## config.mk

```make
export PLATFORM = sky130hd
export DESIGN_NAME = mc_sequencer
export DESIGN_NICKNAME = d
export VERILOG_FILES = /design/src/rtl/seq_pkg.sv /design/src/rtl/mem_wait_timer.sv /design/src/rtl/mc_sequencer.sv
export SDC_FILE = /design/constraint.sdc
export NUM_CORES = 1
export LEC_CHECK = 0
export ABC_AREA = 0
export ABC_CLOCK_PERIOD_IN_PS = 1700
export BUFFER_PORTS_ARGS = -buffer_cell sky130_fd_sc_hd__clkbuf_2
export CAP_MARGIN = 20
export CORE_UTILIZATION = 47
export DETAILED_ROUTE_END_ITERATION = 16
export PLACE_DENSITY = 0.78
export SYNTH_ARGS = -nofsm -noshare
export SYNTH_HDL_FRONTEND = slang
export SYNTH_SLANG_ARGS = --single-unit
```

## constraint.sdc

```tcl
create_clock -name clk -period 1.7 [get_ports clk]
set_input_delay 0.255 -clock clk [delete_from_list [all_inputs] [get_ports clk]]
set_output_delay 0.255 -clock clk [all_outputs]
set_load 0.01 [all_outputs]
```

## src/rtl/seq_pkg.sv

```systemverilog
// Shared types and encodings for the multi-cycle sequencer: state enum,
// opcode values, ALU operations and immediate-format selects.
package seq_pkg;

    typedef enum logic [2:0] {
        IDLE   = 3'd0,
        FETCH  = 3'd1,
        DECODE = 3'd2,
        EXEC   = 3'd3,
        MEM    = 3'd4,
        WB     = 3'd5,
        HALT   = 3'd6
    } state_t;

    localparam logic [6:0] OP_R      = 7'b0110011;
    localparam logic [6:0] OP_IMM    = 7'b0010011;
    localparam logic [6:0] OP_LOAD   = 7'b0000011;
    localparam logic [6:0] OP_STORE  = 7'b0100011;
    localparam logic [6:0] OP_BRANCH = 7'b1100011;
    localparam logic [6:0] OP_JAL    = 7'b1101111;
    localparam logic [6:0] OP_SYSTEM = 7'b1110011;

    localparam logic [2:0] ALU_ADD = 3'b000;
    localparam logic [2:0] ALU_SUB = 3'b001;

    localparam logic [1:0] IMM_I = 2'b00;
    localparam logic [1:0] IMM_S = 2'b01;
    localparam logic [1:0] IMM_B = 2'b10;
    localparam logic [1:0] IMM_J = 2'b11;

    function automatic logic [1:0] imm_sel(input logic [6:0] opc);
        case (opc)
            OP_STORE:  return IMM_S;
            OP_BRANCH: return IMM_B;
            OP_JAL:    return IMM_J;
            default:   return IMM_I;
        endcase
    endfunction

endpackage

```

## src/rtl/mem_wait_timer.sv

```systemverilog
// Counts memory wait cycles and flags the cycle in which the wait budget
// runs out while the access is still outstanding.
module mem_wait_timer #(
    parameter int TIMEOUT_CYCLES = 16
) (
    input  logic clk,
    input  logic rst,
    input  logic en,
    input  logic clr,
    output logic expired
);
    localparam int W = $clog2(TIMEOUT_CYCLES) + 1;

    logic [W-1:0] cnt;

    always_ff @(posedge clk or negedge rst) begin
        if (!rst)
            cnt <= '0;
        else if (clr)
            cnt <= '0;
        else if (en)
            cnt <= cnt + W'(1);
    end

    assign expired = en && (cnt == W'(TIMEOUT_CYCLES - 1));

endmodule

```

## src/rtl/mc_sequencer.sv

```systemverilog
// Multi-cycle RISC-V style control sequencer. Define SEQ_ILLEGAL_TRAP_EN to
// halt with fault on unlisted opcodes; by default they decode as NOPs.
module mc_sequencer
    import seq_pkg::*;
#(
    parameter int TIMEOUT_CYCLES = 16
) (
    input  logic       clk,
    input  logic       rst,
    input  logic [6:0] op,
    input  logic [2:0] funct3,
    input  logic       eq,
    input  logic       mem_ready,
    output logic       mem_req,
    output logic       mem_we,
    output logic       ir_we,
    output logic       pc_we,
    output logic       PCsrc,
    output logic       RegWrite,
    output logic       ALUsrc,
    output logic [2:0] ALUctrl,
    output logic [1:0] ImmSrc,
    output logic       halted,
    output logic       fault
);
    state_t state;
    logic   in_access, expired, taken;
    logic   unused_f3;

    assign unused_f3 = funct3[2];
    assign in_access = (state == FETCH) || (state == MEM);
    assign taken     = eq ^ funct3[0];

    mem_wait_timer #(.TIMEOUT_CYCLES(TIMEOUT_CYCLES)) u_timer (
        .clk     (clk),
        .rst     (rst),
        .en      (in_access && !mem_ready),
        .clr     (!in_access || mem_ready),
        .expired (expired)
    );

    always_ff @(posedge clk or negedge rst) begin
        if (!rst) begin
            state <= IDLE;
            fault <= 1'b0;
        end else begin
            case (state)
                IDLE:  state <= FETCH;
                FETCH: begin
                    if (mem_ready)
                        state <= DECODE;
                    else if (expired) begin
                        state <= HALT;
                        fault <= 1'b1;
                    end
                end
                DECODE: begin
                    case (op)
                        OP_R, OP_IMM, OP_LOAD, OP_STORE, OP_BRANCH, OP_JAL:
                            state <= EXEC;
                        OP_SYSTEM: state <= HALT;
`ifdef SEQ_ILLEGAL_TRAP_EN
                        default: begin
                            state <= HALT;
                            fault <= 1'b1;
                        end
`else
                        default: state <= FETCH;
`endif
                    endcase
                end
                EXEC: begin
                    case (op)
                        OP_R, OP_IMM, OP_JAL: state <= WB;
                        OP_LOAD, OP_STORE:    state <= MEM;
                        default:              state <= FETCH;
                    endcase
                end
                MEM: begin
                    // a completing access beats a timeout in the same cycle
                    if (mem_ready)
                        state <= (op == OP_LOAD) ? WB : FETCH;
                    else if (expired) begin
                        state <= HALT;
                        fault <= 1'b1;
                    end
                end
                WB:      state <= FETCH;
                HALT:    state <= HALT;
                default: state <= IDLE;
            endcase
        end
    end

    // Outputs decode straight from state so reset silences them immediately.
    always_comb begin
        mem_req  = 1'b0;
        mem_we   = 1'b0;
        ir_we    = 1'b0;
        pc_we    = 1'b0;
        PCsrc    = 1'b0;
        RegWrite = 1'b0;
        ALUsrc   = 1'b0;
        ALUctrl  = ALU_ADD;
        ImmSrc   = (state == IDLE) ? IMM_I : imm_sel(op);
        halted   = (state == HALT);
        case (state)
            FETCH: begin
                mem_req = 1'b1;
                ir_we   = mem_ready;
                pc_we   = mem_ready;
            end
            EXEC: begin
                ALUsrc = !((op == OP_R) || (op == OP_BRANCH));
                case (op)
                    OP_R, OP_IMM: ALUctrl = {1'b0, funct3[1:0]};
                    OP_BRANCH:    ALUctrl = ALU_SUB;
                    default:      ALUctrl = ALU_ADD;
                endcase
                if ((op == OP_JAL) || ((op == OP_BRANCH) && taken)) begin
                    pc_we = 1'b1;
                    PCsrc = 1'b1;
                end
            end
            MEM: begin
                mem_req = 1'b1;
                mem_we  = (op == OP_STORE);
            end
            WB:      RegWrite = 1'b1;
            default: ;
        endcase
    end

endmodule
```

==> impl_results.md <==
* Post-Syn Instances at ~90
* Clk root buf: sky130_fd_sc_hd__clkbuf_4
* Area of the die at 0.001711 mm2
* Worst setup EP type: primary output
* Area Overhead vs Synth at 31.44%
* CTS tree: done
* Per-cell routed wire length at 15.13 um
* Period Utilization, post-route at 99.41%
* Clock sinks at 9
* Critical path data arrival time at 1.44 ns
* Result of the run: complete, no violations
* GR Util All Layers at 24.80%
* Core area at 0.001366 mm2
* Maximum vdd ir drop at 0.5824 mV
* Number of buffers on the longest clock path at 2
* Fraction of final layout cells sized beyond drive strength 1 at 40.34%
* Clock latency at the later pin of the worst-skew pair at 0.27 ns
* Boundary pin count at 28
* Number of antenna diodes at 0
* Count of different cell masters after synthesis at 37
* Shortest clock period the worst path allows after layout at around 1.7 ns
* Number of setup violations in the final report at 0
* Reg power frac at 32.8%
* Post-detailed-placement half-perimeter wirelength at 1487 um
* Final Cell Area at approximately 960 um2
* Maximum number of pins on one net before global-route repair at 11
* Gate power share at 47.5%
* Power density relative to cell area at about 930 mW/mm2
* Final weighted congestion in routability-driven placement at ~0.81
* Most frequently used flop master after synthesis: sky130_fd_sc_hd__dfrtp_1
* Startpoint-to-endpoint class of the critical path: flip-flop to primary output
* Average size of a mapped cell at 8.275 um2
* Total DRC errors in the routed layout at 0
* Total Nets Final at approximately 140
* Data required time at the worst endpoint at approximately 1.4 ns
* MaxCap Viol Count at 0
* Final setup skew at 0.006913 ns
* Via count of the routed design at approximately 800
* Placed instance area at between 800 and 900 um2
* First-pass iteration count of the detailed router at 4
* Number of global-route vias before repair at around 640
* Post-synthesis async set-or-reset flop share at 100.0%
* Maximum level of the CTS H-tree at 1
* Total congestion overflow after global routing at 0
* Initial Utilization at between 50% and 60%
* Chip height at between 40 and 50 um
* Number of DRC violations after detailed-routing iteration 0 at 26
* Number of max-slew violations in the final report at 0
* Total power after layout at 0.0008900 W
* Count of yosys warnings during synthesis at 0
* Kind of start point of the critical path: flip-flop
* Number of antenna violations at the first check in global routing at 0
* FMAX at just under 600 MHz
* Switching share of power at 41.37%
* Switching power at 0.0003682 W
* Post-Synthesis Cell Area at ~730 um2
* Worst min-delay path class: input pin to async pin
* Wire length of the first global-routing pass at 2670 um
* Critical-path maximum fanout at 10
* Clock edge transition at the registers on the reported setup and hold paths at 0.07 ns
* Port Buffer Count at 25
* Routed WL at slightly above 2000 um
* Synthesized Nets at around 100
* Setup repair after global routing missed its margin: yes
* Final number of hold-violating endpoints at 0
* Clock Power Share at between 10% and 20%
* Antenna-violating nets left at 0
* Util after Layout at 70.05%
* Inserted Clock Buffers at 3
* Die extent in x at between 40 and 50 um
* Leakage Power at roughly 0.45 nW
* Number of enable flip-flop cells after synthesis at 0
* Internal cell power at around 0.00052 W
* Number of placement rows at 13
* Detail-routed via count per cell at slightly below 6
* Seq cells post-synth at 9
* Sequential cell area fraction in the yosys report at 30.93%
* Cell depth of the worst flop-to-flop path at 6
* Hold slack at 0.3688 ns
==> final cells by class <==
cell class / instances / area (um2)
fill: 106 / 409.1
inverter: 3 / 11.26
multi-input combinational: 72 / 501.7
sequential: 9 / 226.5
clock buffer: 4 / 26.28
timing repair buffer: 31 / 172.7
tap: 15 / 18.77
==> registers in the layout (all words and copies together), names as in the netlist <==
register / count
u_timer.cnt: 5
state: 3
fault: 1
==> synth_stat cells (2+ instances only) <==
library cell	instances	area (um2)
sky130_fd_sc_hd__and3_1	3	18.77
sky130_fd_sc_hd__nor3_1	2	10.01
sky130_fd_sc_hd__ha_1	2	25.02
sky130_fd_sc_hd__dfrtp_1	9	225.2
sky130_fd_sc_hd__nor2_1	12	45.04
sky130_fd_sc_hd__nor4_2	2	25.02
sky130_fd_sc_hd__inv_1	3	11.26
sky130_fd_sc_hd__a21oi_1	5	25.02
sky130_fd_sc_hd__o21ai_0	3	15.01
sky130_fd_sc_hd__xnor2_1	2	17.52
sky130_fd_sc_hd__nor3_2	2	20.02
sky130_fd_sc_hd__nand2b_1	4	25.02
sky130_fd_sc_hd__nand2_1	9	33.78
sky130_fd_sc_hd__nor2b_1	4	25.02
sky130_fd_sc_hd__buf_2	2	10.01
sky130_fd_sc_hd__and2_1	3	18.77
==> kinds of logic (layout without fill, tap and decap cells) <==
group | Yosys count | in the layout | share of synthesized area (%)
compound gates | 20 | 20 | 19.59
buf+inv | 7 | 38 | 5.499
other cells | 1 | 1 | 0.5150
flops | 9 | 9 | 30.93
fa+ha+maj | 2 | 2 | 3.436
simple gates | 46 | 46 | 36.43
xor+xnor | 3 | 3 | 3.609
==> worst max-delay path: stages (launching register included) <==
cell and delay (ns):
sky130_fd_sc_hd__dfrtp_2 0.49, sky130_fd_sc_hd__inv_1 0.19, sky130_fd_sc_hd__and3_1 0.21, sky130_fd_sc_hd__o21bai_1 0.12
sky130_fd_sc_hd__clkbuf_2 0.15
==> placed cells by master (no fill, tap or decap), types with 2 or more instances in the layout <==
master and n:
sky130_fd_sc_hd__inv_1 3, sky130_fd_sc_hd__clkbuf_4 3, sky130_fd_sc_hd__and3_1 3, sky130_fd_sc_hd__xnor2_1 2, sky130_fd_sc_hd__nand2_1 8, sky130_fd_sc_hd__nor2b_1 3, sky130_fd_sc_hd__ha_1 2, sky130_fd_sc_hd__dfrtp_1 8
sky130_fd_sc_hd__nor3_2 2, sky130_fd_sc_hd__nor3_4 2, sky130_fd_sc_hd__a21oi_1 5, sky130_fd_sc_hd__o21ai_0 3, sky130_fd_sc_hd__nor2_1 11, sky130_fd_sc_hd__buf_4 5, sky130_fd_sc_hd__and2_1 3, sky130_fd_sc_hd__nand2b_1 3
sky130_fd_sc_hd__clkbuf_2 25
==> stage by stage <==
step / setup slack [ns] / TNS, ns / instances
detailed placement: 0.05039 / 0 / 128
global placement: 0.08612 / 0 / 128
global route: -0.03357 / -0.07953 / 134
finish: 0.009962 / 0 / 134
floorplan: 0.1766 / 0 / 88
CTS: 0.03777 / 0 / 133
==> power groups by stage <==
stage	Combinational [W]	Sequential [W]	Clock, W
3_3_place_gp	0.000361	0.000286	0
6_report	0.000423	0.000292	0.000175
2_1_floorplan	0.000267	0.000261	0
5_1_grt	0.000463	0.000295	0.000189
4_1_cts	0.000375	0.000288	0.000173
3_5_place_dp	0.000371	0.000290	0
==> worst paths after layout <==
path                                 from        endpoint  slack (ns)
setup / recovery                 state[1]           pc_we        0.01
hold reg to reg                     fault           fault        0.46
min in group clk                    fault           fault        0.46
hold / removal                        rst  u_timer.cnt[3]        0.37
max in group asynchronous             rst        state[1]        1.12
setup reg to reg           u_timer.cnt[0]        state[2]        0.05
==> what timing repair did <==
item	in CTS	in global routing
gates cloned	0	0
buffers inserted	0	1
resized for setup	1	9
endpoints found under the hold margin	9	0
pin swaps	0	1
endpoints found under the setup margin	2	10
hold buffers	1	0
==> per-layer routing <==
| metal | up-vias | track usage [%] | wire, um |
|---|---|---|---|
| met5 | - | 0 | 0 |
| met4 | 0 | 7.258 | 21 |
| met3 | 4 | 6.383 | 199 |
| met2 | 51 | 44.92 | 1027 |
| met1 | 365 | 28.43 | 780 |
| li1 | 374 | - | - |
Power figures use the tool's default switching activity.
